**src/rtl/fa_multicycle.sv**
```systemverilog
// Multi-cycle ripple adder/subtractor: adds CHUNK bits per clock with the carry held
// in a register between chunks, behind valid/ready handshakes on both sides.
module fa_multicycle #(
  parameter int WIDTH = 16,
  parameter int CHUNK = 4
) (
  input  logic             clk,
  input  logic             rst,
  input  logic             in_valid,
  output logic             in_ready,
  input  logic [WIDTH-1:0] a,
  input  logic [WIDTH-1:0] b,
  input  logic             ci,
  input  logic             sub,
  output logic             out_valid,
  input  logic             out_ready,
  output logic [WIDTH-1:0] s,
  output logic             co,
  output logic             ovf
);

  localparam int NCHUNK = WIDTH / CHUNK;
  localparam int CW     = (NCHUNK > 1) ? $clog2(NCHUNK) : 1;
  localparam logic [CW-1:0] LAST_CNT = CW'(NCHUNK - 1);

  typedef enum logic [1:0] {
    IDLE = 2'd0,
    CALC = 2'd1,
    DONE = 2'd2
  } state_t;

  state_t           state_r;
  logic [WIDTH-1:0] a_r;
  logic [WIDTH-1:0] beff_r;
  logic [WIDTH-1:0] acc_r;
  logic             carry_r;
  logic [CW-1:0]    cnt_r;
  logic [WIDTH-1:0] s_r;
  logic             co_r;
  logic             ovf_r;
  logic             out_valid_r;

  logic [CHUNK:0]   chunk_sum_s;
  logic [WIDTH-1:0] acc_next_s;
  logic             ovf_s;

  assign in_ready  = (state_r == IDLE) && !rst;
  assign out_valid = out_valid_r;
  assign s         = s_r;
  assign co        = co_r;
  assign ovf       = ovf_r;

  // One chunk of the ripple add, merged into the accumulator; overflow judged on the full word
  always_comb begin
    chunk_sum_s = {1'b0, a_r[int'(cnt_r)*CHUNK +: CHUNK]}
                + {1'b0, beff_r[int'(cnt_r)*CHUNK +: CHUNK]}
                + {{CHUNK{1'b0}}, carry_r};
    acc_next_s = acc_r;
    acc_next_s[int'(cnt_r)*CHUNK +: CHUNK] = chunk_sum_s[CHUNK-1:0];
    ovf_s = (a_r[WIDTH-1] == beff_r[WIDTH-1]) && (acc_next_s[WIDTH-1] != a_r[WIDTH-1]);
  end

  // Control FSM with operand capture, chunk sequencing and registered results
  always_ff @(posedge clk) begin
    if (rst) begin
      state_r     <= IDLE;
      a_r         <= {WIDTH{1'b0}};
      beff_r      <= {WIDTH{1'b0}};
      acc_r       <= {WIDTH{1'b0}};
      carry_r     <= 1'b0;
      cnt_r       <= {CW{1'b0}};
      s_r         <= {WIDTH{1'b0}};
      co_r        <= 1'b0;
      ovf_r       <= 1'b0;
      out_valid_r <= 1'b0;
    end else begin
      case (state_r)
        IDLE: begin
          if (in_valid) begin
            a_r     <= a;
            beff_r  <= sub ? ~b : b;
            carry_r <= sub ? 1'b1 : ci;
            cnt_r   <= {CW{1'b0}};
            state_r <= CALC;
          end
        end
        CALC: begin
          acc_r   <= acc_next_s;
          carry_r <= chunk_sum_s[CHUNK];
          if (cnt_r == LAST_CNT) begin
            s_r         <= acc_next_s;
            co_r        <= chunk_sum_s[CHUNK];
            ovf_r       <= ovf_s;
            out_valid_r <= 1'b1;
            cnt_r       <= {CW{1'b0}};
            state_r     <= DONE;
          end else begin
            cnt_r <= cnt_r + CW'(1);
          end
        end
        DONE: begin
          // in_valid is deliberately ignored here: no accept on the result-handshake cycle
          if (out_ready) begin
            out_valid_r <= 1'b0;
            state_r     <= IDLE;
          end
        end
        default: begin
          out_valid_r <= 1'b0;
          state_r     <= IDLE;
        end
      endcase
    end
  end

endmodule

```
**config.mk**
```make
export PLATFORM = sky130hd
export DESIGN_NAME = fa_multicycle
export DESIGN_NICKNAME = d
export VERILOG_FILES = /design/src/rtl/fa_multicycle.sv
export SDC_FILE = /design/constraint.sdc
export NUM_CORES = 1
export LEC_CHECK = 0
export ABC_AREA = 1
export ABC_CLOCK_PERIOD_IN_PS = 3550
export BUFFER_PORTS_ARGS = -buffer_cell sky130_fd_sc_hd__buf_2
export CORE_ASPECT_RATIO = 1.4
export CORE_MARGIN = 2
export CORE_UTILIZATION = 35
export DETAILED_ROUTE_END_ITERATION = 8
export HOLD_SLACK_MARGIN = 0.12
export SLEW_MARGIN = 40
export SYNTH_ARGS = -nofsm -noshare
export SYNTH_HDL_FRONTEND = slang
export SYNTH_SLANG_ARGS = --single-unit
```
**constraint.sdc**
```tcl
create_clock -name clk -period 3.55 [get_ports clk]
set_input_delay 0.1775 -clock clk [delete_from_list [all_inputs] [get_ports clk]]
set_output_delay 0.1775 -clock clk [all_outputs]
set_load 0.02 [all_outputs]
```
---- Word level (Yosys, flattened, before mapping) ----
Cells that the tools add are included.
cells by class
  add/subtract/negate cells ............... 4
  equal/unequal tests ..................... 8
  bitwise logic cells ..................... 2
  shift-type cells ........................ 4
  reductions and logical operators ........ 10
  mux-type cells .......................... 15
operators by type and width
  cell                       count
  $neg A4 Y33                1
  $shift A4 B33 Y16 const A  1
  $shiftx A4 B33 Y16         1
  $shiftx A16 B5 Y4          2
  $bwmux W16                 1
  $mux W16                   1
  $not A16 Y16               1
  $mux W2                    5
  $ne A2 B2 Y1 const B       3
  $pmux W2 S3                1
  $reduce_and A2 Y1          3
  $reduce_and A3 Y1          2
  $add A4 B4 Y5              1
  $add A5 B1 Y5              1
  $eq A2 B2 Y1 const B       2
  $mux W1                    4
  $pmux W2 S2                1
  $pmux W1 S3                1
  $add A2 B1 Y2 const B      1
  $eq A2 B1 Y1 const B       1
  $logic_and A1 B1 Y1        2
  $logic_not A2 Y1           1
  $pmux W1 S2                1
  $reduce_bool A2 Y1         1
  other kinds (4)            4
word-level totals
  word-level logic and storage cells ...... 53
  flip-flop bits (word level) ............. 72
  output and inout bits ................... 20
  input bits .............................. 38

---- Logic depth before layout (Yosys ltp) ----
Gate-level depths: netlist (run 1).
  depth after elaboration ................. 7
  mapped depth ............................ 16
  depth with buffers taken out ............ 15

---- Worst setup path after synthesis (run 1) ----
OpenSTA, ideal clock, no wires.
  path kind ............................... register -> register
  start ................................... register cnt_r[0]
  end ..................................... register acc_r[13]
  cell stages (with the launch flop) ...... 14
  required time ........................... 3.493 ns
  library setup time ...................... 0.057 ns
  slack ................................... 1.117 ns
  period minus slack after synthesis ...... 2.433 ns
  buffers on the path ..................... 2
  arrival ................................. 2.375 ns
  cells stage by stage .................... dfxtp_1 -> inv_1 -> buf_2 -> buf_2 -> nor2_1 -> o22ai_1 -> fa_1 -> inv_1 -> fa_1 -> nor2_1 -> nand2_1 -> o22ai_1 -> o21ai_0 -> inv_1
on the way
  cells in the longest elaborated chain, start to end .. 5
  elaborated cells between the ends (all ways) .. 8
  classes of those cells .................. add/sub (3); shift (4); mux (1)
RTL lines
  element                                      line    RTL
  from (decl)                                  37      logic [CW-1:0] cnt_r;
  from (signal assigned)                       71      cnt_r <= {CW{1'b0}};
  from (signal assigned)                       83      cnt_r <= {CW{1'b0}};
  from (signal assigned)                       95      cnt_r <= {CW{1'b0}};
  $shiftx A16 B5 Y4, on equally long branches  55, 56
  $add A4 B4 Y5                                56      + {1'b0, beff_r[int'(cnt_r)*CHUNK +: CHUNK]}
  $add A5 B1 Y5                                57      + {{CHUNK{1'b0}}, carry_r};
  $shiftx A4 B33 Y16                           59      acc_next_s[int'(cnt_r)*CHUNK +: CHUNK] = chunk_sum_s[CHUNK-1:0];
  $bwmux W16 *                                 59
  to (signal assigned)                         69      acc_r <= {WIDTH{1'b0}};
  to (signal assigned)                         88      acc_r <= acc_next_s;
  to (decl)                                    35      logic [WIDTH-1:0] acc_r;
Every way passes the cells marked *; elsewhere a longest branch is shown, timed or not.
A chain may end at the register's enable or synchronous reset.

---- Worst setup path after layout (run 1) ----
  start ................................... register cnt_r[1]
  end ..................................... register acc_r[13]
Same word-level chain as after synthesis.

==> results.cfg, run 1 <==
[critical_path]
r2r_cells = 11
rrSetupSlack_ns = 0.88
r2r_start = cnt_r[1]
cp-start-kind = flop
end_kind = flop
timing.rr.end = acc_r[13]
crit_arrival_ns = 2.96
critical_path_class = flop to flop
cp_max_fo = 13
required_ns = 3.84

[pwr]
leakage_uw = 0.00204
seqPwrFrac_pct = 38.4
p_comb_share_pct = 15.6
swShare_pct = 26.3
p_sw_uw = 609
powerDensity_nw_per_um2 = 541
clkPwrFrac_pct = 45.9
ir_worst_vdd_uv = 250
p_int_uw = 1710
power_uw = 2320

[yosys]
netlist_area_um2 = 3500
synth-seq-cells = 72
synth.area.mux_share_pct = 0
syn_area_per_cell_um2 = 7.62
synth-xor-area-share_pct = 4.25
synth_top_cell_area_share_pct = 41.2
synthCells = 459
ys_seq_area_share_pct = 41.2
synth_top_family_by_area = compound AO/OA/AOI/OAI gates
syn_nets = 508
synth-edff-count = 0
yosys.area_share.simple_pct = 13.7
synthAdderAreaFrac_pct = 4.36
ys_async_sr_fraction_pct = 0
yosysTopAreaCell = dfxtp_1
ys.flop_type = dfxtp_1
ys.warnings.count = 0
synth_compound_area_share_pct = 24.1
synthTopCellsByArea = dfxtp_1, o21ai_0, nor2_1, inv_1, xnor2_1
ys_types = 39

[floorplanning]
num_rows = 43
coreArea_um2 = 9850
fp.dieH_um = 122
pin_count = 58
die_w_um = 88.5
initial_core_util_pct = 35.5
dieArea_um2 = 10800

[final_layout]
final_layout_size_suffix_gt1_share_pct = 17.1
nNetsFinal = 563
final_common_cell = dfxtp_1
area_growth_pct = 22.6
final_cell_mix = dfxtp_1, nor2_1, inv_1
antennaDiodeCount = 0

[sta]
worst_slew_pin_slew_ns = 0.626
rsz0062_at_grt = false
skew_ns = 0.00962
min_period_over_period_pct = 75.2
drv_slew = 0
fmax_mhz = 374
finalHoldViolations = 0
setup_viol = 0
slew_headroom_pct = 58.3
fin_crit_ns = 2.67
worst_hold_slack_ns = 0.123
setup_tns_ns = 0

[global_route]
antenna_found_initial = 0
grt_pass1_wl_um = 13400
grt_max_degree = 46
grt_usage_pct = 16.1
grt_pass1_vias = 2912
overflow = 0

[drt]
wl_per_cell_um = 12.5
post-route-drc-count = 0
drtPass1Iterations = 6
totalWireLength_um = 8150
num_vias = 3089
drtIter0Drc = 152
vias_per_cell = 4.72
antenna_left = 0

[place]
place_hpwl_um = 5820
globalplace.congestion = 0.830
portBuffers = 57

[min_path]
hold_path.class = input port to flop
hold_depth = 3
hold_start = a[4]
holdPathEnd = a_r[4]

[job]
cap_viol_max_count = 0

[cts]
htreeDepth = 3
cts_resized = 0
cts_root_buffer = clkbuf_16
clk_latency_ns = 0.34
cts_buffer_depth = 2
path_clk_slew_ns = 0.06
postCtsSetupBuffers = 0
cts_buffers = 9
cts.sinks = 72
cts_tree = yes

[run_status]
status = finished, final reports clean
-- metrics by stage --
stage	utilization [%]	cells	setup slack (ns)	cell area, um2
final	43.6	654	0.879	4290
after floorplan	-	459	1.12	3500
after CTS	43.6	654	0.910	4290
after global routing	43.6	654	0.601	4290
after detailed placement	38.7	626	0.931	3810
after global placement	38.7	626	0.982	3810
-- power by group through the flow --
stage                     Combinational [uW]  Clock [uW]  Sequential (uW)
after floorplan                          274           0              901
final                                    362        1070              892
after global routing                     414        1110              897
after detailed placement                 355           0              910
after global placement                   347           0              908
after CTS                                367        1090              892
-- cell families (layout without fill, tap and decap cells) --
group                      after synthesis  count (layout)
adders and majority gates               11              11
xor gates and xnor gates                17              17
and+or+nand+nor                        114             114
buffers and inverters                  101             161
AOI/OAI and AO/OA                      144             144
DFF                                     72              72
-- metal layers --
metal  global-route usage [%]  routed length (um)  vias up
li1                         -                   -     1614
met1                     17.9                3410     1394
met2                     28.1                4240       63
met3                     4.37                 289       18
met4                     7.39                 210        0
met5                        0                   0        -
-- cells in the mapped netlist (9+ instances only) --
cell / instances
inv_1: 69
xnor2_1: 14
nand2_1: 24
dfxtp_1: 72
o21bai_1: 9
o21ai_0: 55
o22ai_1: 16
ha_1: 9
nor2_1: 71
a21oi_1: 24
buf_2: 10
a211oi_1: 14
o21ai_1: 11
nand3_1: 10
-- state kept, by name, summed over array words and instances (netlist names) --
name       flops
a_r           16
s             16
beff_r        16
out_valid      1
cnt_r          2
acc_r         16
co             1
state_r        2
ovf            1
carry_r        1
-- timing repair --
item,CTS,global route
hold endpoints to repair,12,0
hold buffers,12,0
setup endpoints to repair,0,0
-- critical path: stages (launching register included) --
cell and delay [ns]:
dfxtp_1 0.55, inv_1 0.28, o21ai_0 0.15, o22ai_1 0.12
fa_1 0.42, inv_1 0.08, fa_1 0.43, nor2_1 0.16
nand2_1 0.09, o22ai_1 0.17, o21ai_0 0.10, inv_1 0.06
-- how the worst max path moves through the flow --
stage	from	to	slack, ns	cells past startpoint
2_1_floorplan	cnt_r[0]	acc_r[13]	1.12	13
3_3_place_gp	cnt_r[1]	acc_r[5]	0.98	11
3_5_place_dp	cnt_r[1]	acc_r[5]	0.93	11
4_1_cts	cnt_r[1]	acc_r[5]	0.91	11
5_1_grt	cnt_r[1]	acc_r[5]	0.60	11
6_report	cnt_r[1]	acc_r[13]	0.88	11
-- final cells by class --
cell class	count	area, um2
clock buffer	10	239
clock inverter	6	115
fill	1029	5560
inverter	74	282
multi-input combinational	286	1620
sequential	72	1440
tap	135	169
timing repair buffer	71	420
Note: power is estimated with default switching activity, not from simulation.
==> run 2, diff against run 1 <==
--- a/config.mk
+++ b/config.mk
@@ -5,8 +5,8 @@
 export SDC_FILE = /design/constraint.sdc
 export NUM_CORES = 1
 export LEC_CHECK = 0
-export ABC_AREA = 1
-export ABC_CLOCK_PERIOD_IN_PS = 3550
+export ABC_AREA = 0
+export ABC_CLOCK_PERIOD_IN_PS = 2600
 export BUFFER_PORTS_ARGS = -buffer_cell sky130_fd_sc_hd__buf_2
 export CORE_ASPECT_RATIO = 1.4
 export CORE_MARGIN = 2
==> constraint.sdc (replaced) <==
create_clock -name clk -period 2.6 [get_ports clk]
set_input_delay 0.13 -clock clk [delete_from_list [all_inputs] [get_ports clk]]
set_output_delay 0.13 -clock clk [all_outputs]
set_load 0.02 [all_outputs]
==> results.cfg, run 2 <==
[run_status]
status = finished, final reports clean

[cts]
cts_buffer_depth = 2
cts.sinks = 72
cts_root_buffer = clkbuf_16
htreeDepth = 3
cts_tree = yes
cts_buffers = 9
path_clk_slew_ns = 0.06
clk_latency_ns = 0.33
postCtsSetupBuffers = 0

[drt]
num_vias = 2814
post-route-drc-count = 0
vias_per_cell = 5.08
wl_per_cell_um = 14.0
drtPass1Iterations = 4
antenna_left = 0
totalWireLength_um = 7760
drtIter0Drc = 96

[yosys]
synthTopCellsByCount = dfxtp_1, nor2_1, nand2_1
ys.warnings.count = 0
ys_seq_area_share_pct = 44.3
synthTopCellsByArea = dfxtp_1, a211oi_1, nor2_1, mux4_2, nand2_1
ys_async_sr_fraction_pct = 0
syn_area_per_cell_um2 = 9.13
ys.flop_type = dfxtp_1
syn_nets = 405
netlist_area_um2 = 3250
synth-edff-count = 0
synth_most_common_cell = dfxtp_1
synth_top_cell_area_share_pct = 44.3
yosysTopAreaCell = dfxtp_1
synth-seq-cells = 72
synthCells = 356
ys_types = 34

[pwr]
ir_worst_vdd_uv = 431
leakage_uw = 0.00168
powerDensity_nw_per_um2 = 659

[place]
globalplace.congestion = 0.875
portBuffers = 57
place_hpwl_um = 5580
place_ws_ns = 0.00905

[sta]
min_period_over_period_pct = 95.1
drv_slew = 0
fin_crit_ns = 2.47
setup_viol = 0
finalHoldViolations = 0
worst_slew_pin_slew_ns = 0.585
skew_ns = 0.00503
setup_slack_ns = 0.127
worst_hold_slack_ns = 0.119
setup_tns_ns = 0
rsz0062_at_grt = false
fmax_mhz = 404
slew_headroom_pct = 60.9

[job]
cap_viol_max_count = 0

[critical_path]
cp_max_fo = 7
timing.rr.end = ovf
critical_path_class = flop to flop
crit_slowest_cell = mux4_2
max_stage_delay_ns = 0.53
cp-start-kind = flop
path_cells = mux4_2 > fa_2 > a21o_1 > a21oi_4 > xnor2_4 > a211o_1 > a311oi_2
r2r_cells = 7
rrSetupSlack_ns = 0.13
end_kind = flop
crit_buf_inv = 0
critPathTopFamily = compound AO/OA/AOI/OAI gates
crit_arrival_ns = 2.72
r2r_start = cnt_r[0]
required_ns = 2.84

[global_route]
grt_pass1_wl_um = 13200
overflow = 0
grt_max_degree = 45
antenna_found_initial = 0
grt_usage_pct = 16.4
grt_pass1_vias = 2771

[min_path]
hold_start = in_valid
hold_path.class = input port to flop
hold_depth = 3
holdPathEnd = state_r[0]

[floorplanning]
dieArea_um2 = 10100
pin_count = 58
fp.dieH_um = 118
initial_core_util_pct = 36.0
die_w_um = 85.5
coreArea_um2 = 9030
num_rows = 41

[final_layout]
final_layout_size_suffix_gt1_share_pct = 23.5
nNetsFinal = 491
antennaDiodeCount = 0
area_growth_pct = 33.0
final_common_cell = dfxtp_1
final_cell_mix = dfxtp_1, buf_2, nor2_1
fill_cells = 872
## run 2: changes by cell type in the layout (fill, tap and decap cells not counted), moves of 7 or more
| cell | change |
|---|---|
| dlygate4sd3_1 | +20 |
| a22oi_1 | +14 |
| o21bai_1 | -9 |
| nor3_1 | +9 |
| nand3_1 | -7 |
| mux4_2 | +8 |
| nand2_1 | +19 |
| a211oi_1 | +22 |
| nor2_1 | -19 |
| inv_1 | -59 |
| o22ai_1 | -16 |
| buf_4 | +9 |
| o21ai_1 | -11 |
| o21ai_0 | -51 |
## run 2: kinds of logic after synthesis
logic type                 after synthesis  synth area share (%)
muxes                                    9                  5.85
DFF                                     72                  44.3
xor gates and xnor gates                18                  4.85
and+or+nand+nor                        121                  16.8
buffers and inverters                   36                  4.42
AOI/OAI and AO/OA                       89                  19.1
adders and majority gates               11                  4.69
## run 2: worst max-delay path by stage
| stage | from | to | slack (ns) | cells after the start |
|---|---|---|---|---|
| final | cnt_r[0] | ovf | 0.13 | 7 |
| after detailed placement | cnt_r[0] | ovf | 0.009 | 7 |
| after global placement | cnt_r[0] | ovf | 0.1 | 7 |
| after global routing | cnt_r[0] | ovf | 0.02 | 7 |
| after floorplan | cnt_r[0] | ovf | 0.05 | 8 |
| after CTS | cnt_r[0] | ovf | 0.02 | 7 |
## run 2: metrics by stage
step	total power [uW]	cells	utilization [%]	instance area, um2
final	2850	554	47.9	4320
after global routing	2980	554	47.9	4320
after CTS	2850	554	47.5	4290
after detailed placement	1590	506	40.6	3660
after global placement	1580	506	40.6	3660
after floorplan	1480	356	-	3270
## run 2: timing repair
action | in CTS | in global routing
pin swaps | 0 | 1
gates resized for setup | 1 | 6
setup endpoints to repair | 1 | 11
hold buffers | 32 | 0
cloned | 0 | 0
hold endpoints to repair | 33 | 0
## run 2: layout make-up
class                           instances  area (um2)  share of cell area, %
Clock buffer                           13         260                   6.02
Clock inverter                          3        40.0                  0.926
Inverter                               11        41.3                  0.955
Multi-Input combinational cell        248        1720                   39.7
Sequential cell                        72        1450                   33.4
Tap cell                              107         134                   3.10
Timing Repair Buffer                  100         688                   15.9
## run 2: where the power goes
group | switching (uW) | total (uW) | leakage, uW | internal, uW
Sequential | 39.6 | 1200 | 0.000590 | 1160
Clock | 440 | 1230 | 0.000150 | 792
Combinational | 220 | 416 | 0.000939 | 196
Total | 700 | 2850 | 0.00168 | 2150
## run 2: per-layer routing
metal	wire length (um)	global-route usage [%]	up-vias
li1	-	-	1436
met1	3260	19.3	1296
met2	3910	27.4	60
met3	286	2.81	22
met4	303	10.1	0
met5	0	0	-
## run 2: worst min-delay path, stage by stage
cell,delay (ns)
buf_2,0.10
mux2i_1,0.06
nor3_1,0.11
